==> config.mk <==
export PLATFORM = sky130hd
export DESIGN_NAME = mem_access_stage
export DESIGN_NICKNAME = d
export VERILOG_FILES = /design/src/rtl/mips_pipe_pkg.sv /design/src/rtl/mem_bus_fsm.sv /design/src/rtl/mem_access_stage.sv
export SDC_FILE = /design/constraint.sdc
export NUM_CORES = 1
export LEC_CHECK = 0
export CORE_UTILIZATION = 44
export CTS_CLUSTER_DIAMETER = 120
export DETAILED_ROUTE_END_ITERATION = 6
export GPL_ROUTABILITY_DRIVEN = 1
export PLACE_DENSITY_LB_ADDON = 0.08
export SLEW_MARGIN = 20
export SYNTH_ARGS = -nofsm -noshare
export SYNTH_HDL_FRONTEND = slang
export SYNTH_HIERARCHICAL = 1
export SYNTH_SLANG_ARGS = --single-unit
==> constraint.sdc <==
create_clock -name clk -period 3.7 [get_ports clk]
set_input_delay 0.74 -clock clk [delete_from_list [all_inputs] [get_ports clk]]
set_output_delay 0.74 -clock clk [all_outputs]
set_load 0.05 [all_outputs]
==> src/rtl/mips_pipe_pkg.sv <==
// Shared types and encodings for the MIPS pipeline MEM stage.
// State enum, RegDst/MemToReg encodings and the bus word-address helper.
package mips_pipe_pkg;

  typedef enum logic [1:0] {
    IDLE   = 2'd0,
    ACCESS = 2'd1,
    DONE   = 2'd2
  } mem_state_e;

  localparam logic [1:0] REGDST_RT = 2'd0;
  localparam logic [1:0] REGDST_RD = 2'd1;
  localparam logic [1:0] REGDST_RA = 2'd2;

  localparam logic [1:0] MEMTOREG_ALU = 2'd0;
  localparam logic [1:0] MEMTOREG_MEM = 2'd1;
  localparam logic [1:0] MEMTOREG_PC4 = 2'd2;

  localparam int unsigned RA_INDEX_DEFAULT = 31;
  localparam int unsigned TIMEOUT_W        = 8;

  // The bus is word-only: the low two address bits are always dropped.
  function automatic logic [31:0] word_addr(input logic [31:0] addr);
    return {addr[31:2], 2'b00};
  endfunction

endpackage

==> src/rtl/mem_bus_fsm.sv <==
// Load/store bus sequencer for the MEM stage: state, bus registers, load latch, stall.
// Define MEM_TIMEOUT_EN to abort ACCESS after TIMEOUT_CYCLES cycles without ack.
module mem_bus_fsm
  import mips_pipe_pkg::*;
#(
  parameter int unsigned TIMEOUT_CYCLES = 255
) (
  input  logic             clk,
  input  logic             reset,
  input  logic             mem_read_i,
  input  logic             mem_write_i,
  input  logic [31:0]      addr_i,
  input  logic [31:0]      wdata_i,
  input  logic             bus_ack_i,
  input  logic [31:0]      bus_rdata_i,
  output logic             bus_req_o,
  output logic             bus_we_o,
  output logic [31:0]      bus_addr_o,
  output logic [31:0]      bus_wdata_o,
  output logic [31:0]      load_data_o,
  output mem_state_e       state_o,
  output logic             stall_o,
  output logic             bus_error_o
);

  if (TIMEOUT_CYCLES < 1 || TIMEOUT_CYCLES > 255) begin : g_bad_timeout
    $error("TIMEOUT_CYCLES must be in 1..255");
  end

  mem_state_e  state_q, state_d;
  logic        req_q, req_d;
  logic        we_q, we_d;
  logic [31:0] addr_q, addr_d;
  logic [31:0] wdata_q, wdata_d;
  logic [31:0] load_q, load_d;
  logic        memop;

  assign memop = mem_read_i | mem_write_i;

`ifdef MEM_TIMEOUT_EN
  localparam logic [TIMEOUT_W-1:0] CNT_LAST = TIMEOUT_W'(TIMEOUT_CYCLES - 1);
  logic [TIMEOUT_W-1:0] cnt_q, cnt_d;
  logic                 err_q, err_d;
`endif

  always_comb begin
    state_d = state_q;
    req_d   = req_q;
    we_d    = we_q;
    addr_d  = addr_q;
    wdata_d = wdata_q;
    load_d  = load_q;
`ifdef MEM_TIMEOUT_EN
    cnt_d   = cnt_q;
    err_d   = 1'b0;
`endif
    case (state_q)
      IDLE: begin
        if (memop) begin
          state_d = ACCESS;
          req_d   = 1'b1;
          we_d    = mem_write_i;
          addr_d  = word_addr(addr_i);
          wdata_d = wdata_i;
`ifdef MEM_TIMEOUT_EN
          cnt_d   = '0;
`endif
        end
      end
      ACCESS: begin
        if (bus_ack_i) begin
          state_d = DONE;
          req_d   = 1'b0;
          we_d    = 1'b0;
          // A combined read+write is treated as a store; nothing is loaded.
          if (!we_q) load_d = bus_rdata_i;
        end
`ifdef MEM_TIMEOUT_EN
        else if (cnt_q == CNT_LAST) begin
          state_d = DONE;
          req_d   = 1'b0;
          we_d    = 1'b0;
          err_d   = 1'b1;
        end else begin
          cnt_d = cnt_q + TIMEOUT_W'(1);
        end
`endif
      end
      DONE:    state_d = IDLE;
      default: state_d = IDLE;
    endcase
  end

  always_ff @(posedge clk or posedge reset) begin
    if (reset) begin
      state_q <= IDLE;
      req_q   <= 1'b0;
      we_q    <= 1'b0;
      addr_q  <= '0;
      wdata_q <= '0;
      load_q  <= '0;
    end else begin
      state_q <= state_d;
      req_q   <= req_d;
      we_q    <= we_d;
      addr_q  <= addr_d;
      wdata_q <= wdata_d;
      load_q  <= load_d;
    end
  end

`ifdef MEM_TIMEOUT_EN
  always_ff @(posedge clk or posedge reset) begin
    if (reset) begin
      cnt_q <= '0;
      err_q <= 1'b0;
    end else begin
      cnt_q <= cnt_d;
      err_q <= err_d;
    end
  end

  assign bus_error_o = err_q;
`else
  assign bus_error_o = 1'b0;
`endif

  // DONE releases the stall so the held instruction retires without re-issuing.
  assign stall_o = ~reset & (((state_q == IDLE) & memop) | (state_q == ACCESS));

  assign bus_req_o   = req_q;
  assign bus_we_o    = we_q;
  assign bus_addr_o  = addr_q;
  assign bus_wdata_o = wdata_q;
  assign load_data_o = load_q;
  assign state_o     = state_q;

endmodule

==> src/rtl/mem_access_stage.sv <==
// MIPS MEM stage: runs loads/stores on a req/ack bus and registers the result toward WB.
// Define MEM_TIMEOUT_EN to enable the ACCESS timeout and oBusError abort pulse.
module mem_access_stage
  import mips_pipe_pkg::*;
#(
  parameter int unsigned RA_INDEX       = RA_INDEX_DEFAULT,
  parameter int unsigned TIMEOUT_CYCLES = 255
) (
  input  logic        clk,
  input  logic        reset,
  input  logic [31:0] iPC_plus_4,
  input  logic [4:0]  iInstRt,
  input  logic [4:0]  iInstRd,
  input  logic [31:0] iRegReadData2,
  input  logic [1:0]  iRegDst,
  input  logic        iMemRead,
  input  logic        iMemWrite,
  input  logic [1:0]  iMemToReg,
  input  logic        iRegWrite,
  input  logic [31:0] iALUOut,
  output logic        oBusReq,
  output logic        oBusWe,
  output logic [31:0] oBusAddr,
  output logic [31:0] oBusWData,
  input  logic        iBusAck,
  input  logic [31:0] iBusRData,
  output logic        oStall,
  output logic        oBusError,
  output logic [31:0] oWbPC_plus_4,
  output logic [4:0]  oWbWriteAddr,
  output logic [31:0] oWbWriteData,
  output logic        oWbRegWrite
);

  mem_state_e  bus_state;
  logic [31:0] load_data;
  logic [4:0]  wb_addr_d;
  logic [31:0] wb_data_d;

  logic [31:0] wb_pc_q;
  logic [4:0]  wb_addr_q;
  logic [31:0] wb_data_q;
  logic        wb_regwrite_q;

  mem_bus_fsm #(
    .TIMEOUT_CYCLES (TIMEOUT_CYCLES)
  ) u_bus_fsm (
    .clk         (clk),
    .reset       (reset),
    .mem_read_i  (iMemRead),
    .mem_write_i (iMemWrite),
    .addr_i      (iALUOut),
    .wdata_i     (iRegReadData2),
    .bus_ack_i   (iBusAck),
    .bus_rdata_i (iBusRData),
    .bus_req_o   (oBusReq),
    .bus_we_o    (oBusWe),
    .bus_addr_o  (oBusAddr),
    .bus_wdata_o (oBusWData),
    .load_data_o (load_data),
    .state_o     (bus_state),
    .stall_o     (oStall),
    .bus_error_o (oBusError)
  );

  always_comb begin
    wb_addr_d = iInstRt;
    case (iRegDst)
      REGDST_RD: wb_addr_d = iInstRd;
      REGDST_RA: wb_addr_d = 5'(RA_INDEX);
      default:   wb_addr_d = iInstRt;
    endcase
  end

  // Load data only exists in DONE; a MemToReg=1 with no completed access writes 0.
  always_comb begin
    wb_data_d = iALUOut;
    case (iMemToReg)
      MEMTOREG_MEM: wb_data_d = (bus_state == DONE) ? load_data : 32'h0;
      MEMTOREG_PC4: wb_data_d = iPC_plus_4;
      default:      wb_data_d = iALUOut;
    endcase
  end

  always_ff @(posedge clk or posedge reset) begin
    if (reset) begin
      wb_pc_q       <= '0;
      wb_addr_q     <= '0;
      wb_data_q     <= '0;
      wb_regwrite_q <= 1'b0;
    end else if (oStall) begin
      wb_regwrite_q <= 1'b0;
    end else begin
      wb_pc_q       <= iPC_plus_4;
      wb_addr_q     <= wb_addr_d;
      wb_data_q     <= wb_data_d;
      // Writes to $zero and aborted accesses retire as bubbles.
      wb_regwrite_q <= iRegWrite & (wb_addr_d != 5'd0) & ~oBusError;
    end
  end

  assign oWbPC_plus_4 = wb_pc_q;
  assign oWbWriteAddr = wb_addr_q;
  assign oWbWriteData = wb_data_q;
  assign oWbRegWrite  = wb_regwrite_q;

endmodule

==> results.yml <==
routing:
  firstDrtPassIters: 5
  final_antenna_net_count: 0
  drt-vias-per-instance: 5.15
  wirelength_mm: 19.4
  routed-via-count: 5243
  route.detailed.wl_per_inst_um: 19.0
  drc_errors: 0
  first_iter_violations: 296
synth:
  synth-edff-count: 0
  synthCells: 514
  ys_ff_latch: 168
  syn_area_mm2: 0.00727
  avgSynthCellArea_um2: 14.1
  async_flop_share: 1.00
  synthTopCellsByArea: "dfrtp_1, mux2_2, mux2_4"
  synth.most_common_cell: "dfrtp_1"
  ys_warn_count: 6
  synth-seq-area-share: 0.578
  synthTopCellsByCount: "dfrtp_1, mux2_2, nand2_1"
  yosysTopAreaCell: "dfrtp_1"
  ys_types: 33
  netlist.area_leader.share: 0.578
  ys.flop_type: "dfrtp_1"
clocking:
  h-tree-depth: 4
  cts_setup_buffers: 0
  cts_buffers: 17
  root_buffer: "clkbuf_16"
  cts_tree: "done"
  path_clk_slew_ns: 0.06
  cts.sinks: 168
  cts_buffer_depth: 2
  hold_buffers: 0
  clk_latency_ns: 0.43
  ctsResizeCount: 0
floorplanning:
  initial_utilization: 0.454
  dieArea_mm2: 0.0170
  die_y_um: 131
  die_w_um: 131
  design.core.area_mm2: 0.0160
  io_pins: 286
  row_count: 46
cells_and_area:
  fin_cells: 1018
  antenna_cells: 0
  register_area_mm2: 0.00420
  nets: 941
  fin_area_mm2: 0.0109
  area_growth_pct: 49.6
  fillers: 1193
  multi_input_area_mm2: 0.00277
  drive_gt1_frac: 0.228
global_routing:
  grt_pass1_wl_mm: 29.3
  first_global_vias: 5588
  grt_max_degree: 104
  antenna_found_initial: 0
  grt_use_total: 0.231
  grt_overflow: 0
worst_setup_path:
  cp.required_ns: 2.96
  path_depth: 4
  rr_endpoint: "oWbWriteData[14]$_DFFE_PP0N_"
  crit_family: "buffers and inverters"
  cp-startpoint: "iMemWrite"
  crit_path_cell_trace: "clkdlybuf4s50_1, nor3_1, nor3_2, buf_4"
  r2r.worst_path.cells: 5
  reg2reg_setup_slack_ns: 1.65
  slowest_stage: "clkdlybuf4s50_1"
  regToRegStartpoint: "u_bus_fsm/state_o[1]$_DFFE_PP0P_"
  cp_max_fo: 3
  crit_buf_inv: 2
  start_kind: "primary input"
  slowest_delay_ns: 0.44
  path_class: "primary input to output pin"
  end_kind: "output pin"
  crit_arrival_ns: 1.83
placed_design:
  io_buffer_count: 282
  gp_congestion: 0.804
  dpl.hpwl_mm: 13.7
  dpl_cell_area_mm2: 0.0102
  numPlacedInstances: 986
power:
  power_mw: 9.15
  power_density_mw_per_mm2: 842
  leakage_nw: 4.47
  max-vdd-ir-drop_mv: 0.728
sta:
  tns_ns: 0
  post-route-min-period_ns: 2.57
  hold_violations: 0
  rsz0062_at_grt: "no"
  fin_hold_ws_ns: 0.480
  drv_slew: 0
  worst_clock_skew_ns: 0.0122
  final-setup-viol-count: 0
  worst_pin_slew_ns: 0.876
  timing.fmax_mhz: 389
  max_slew_margin: 0.415
  period_share: 0.695
run:
  drv_cap: 0
worst_hold_path:
  worstHoldStart: "oWbWriteData[31]$_DFFE_PP0N_"
  min_path_cells: 2
  hold_end: "oWbWriteData[31]$_DFFE_PP0N_"
  hp-class: "flop to flop"
run_status:
  status: "finished, final reports clean"
cell families (layout without fill, tap and decap cells):
group,count (synthesis),count (layout),share of synthesized area
AOI/OAI and AO/OA,77,77,0.0903
adders and majority gates,4,4,0.00688
buffers and inverters,45,331,0.0423
DFF,168,168,0.578
muxes,130,130,0.217
other,1,3,0.000516
and+or+nand+nor,89,89,0.0649
cell usage in the layout, fill, tap and decap left out, types with 2 or more instances in the layout:
cell | synthesis | routed
a21oi_1 | 7 | 7
a221oi_1 | 22 | 22
a221oi_2 | 10 | 10
buf_12 | 3 | 4
buf_4 | 6 | 6
bufinv_16 | 0 | 5
clkbuf_1 | 4 | 2
clkbuf_16 | 0 | 17
clkbuf_8 | 1 | 2
clkdlybuf4s50_1 | 0 | 281
clkinv_2 | 0 | 2
clkinv_4 | 0 | 2
clkinvlp_4 | 0 | 3
conb_1 | 1 | 3
dfrtp_1 | 168 | 168
ha_1 | 4 | 3
inv_1 | 8 | 6
mux2_1 | 5 | 5
mux2_2 | 95 | 95
mux2_4 | 30 | 30
nand2_1 | 39 | 39
nor2_1 | 4 | 4
nor2b_1 | 38 | 38
o21ai_0 | 3 | 3
o31ai_1 | 32 | 32
tightest hold or removal path, delay by kind of cell, from the launching register on:
| family | cells | cell delay [ns] |
|---|---|---|
| AOI/OAI and AO/OA | 1 | 0.05 |
| DFF | 1 | 0.34 |
| and+or+nand+nor | 1 | 0.05 |
layout make-up:
class / count / share of cell area
flip-flops and latches: 168 / 0.387
repair buffers: 291 / 0.270
multi-input cells: 303 / 0.255
clock buffers: 21 / 0.0423
well taps: 216 / 0.0249
clock inverters: 11 / 0.0179
inverters: 8 / 0.00311
layer usage:
| metal | routed length, µm | part of all wire | global-route usage |
|---|---|---|---|
| met1 | 7610 | 0.39 | 0.268 |
| met2 | 9720 | 0.50 | 0.395 |
| met3 | 1650 | 0.085 | 0.0810 |
| met4 | 376 | 0.019 | 0.0838 |
| met5 | 0 | 0 | 0 |
sequential cells by signal, indices dropped and copies added, names as in the netlist:
name                   cells
oWbPC_plus_4              32
oWbWriteData              32
u_bus_fsm/bus_wdata_o     32
u_bus_fsm/load_data_o     32
u_bus_fsm/bus_addr_o      30
oWbWriteAddr               5
u_bus_fsm/state_o          2
oWbRegWrite                1
u_bus_fsm/bus_req_o        1
u_bus_fsm/bus_we_o         1
per-stage QoR:
stage | util | setup WS, ns
4_1_cts | 0.680 | 1.13
6_report | 0.680 | 1.13
3_3_place_gp | 0.639 | 0.919
2_1_floorplan | - | 0.398
5_1_grt | 0.680 | 1.08
3_5_place_dp | 0.639 | 0.851
power by group:
part	switching, mW	leakage [nW]	internal (mW)
sequential	0.397	1.99	2.52
clock	0.725	0.309	1.24
combinational	2.57	2.17	1.71
total	3.69	4.47	5.46
worst max path at each step:
stage,to,slack (ns)
floorplan,u_bus_fsm/bus_addr_o[10]$_DFFE_PP0P_,0.40
finish,oStall,1.13
CTS,oStall,1.13
global placement,oWbWriteData[12]$_DFFE_PP0N_,0.92
global route,oStall,1.08
detailed placement,oWbWriteData[14]$_DFFE_PP0N_,0.85
Power figures use the tool's default switching activity.
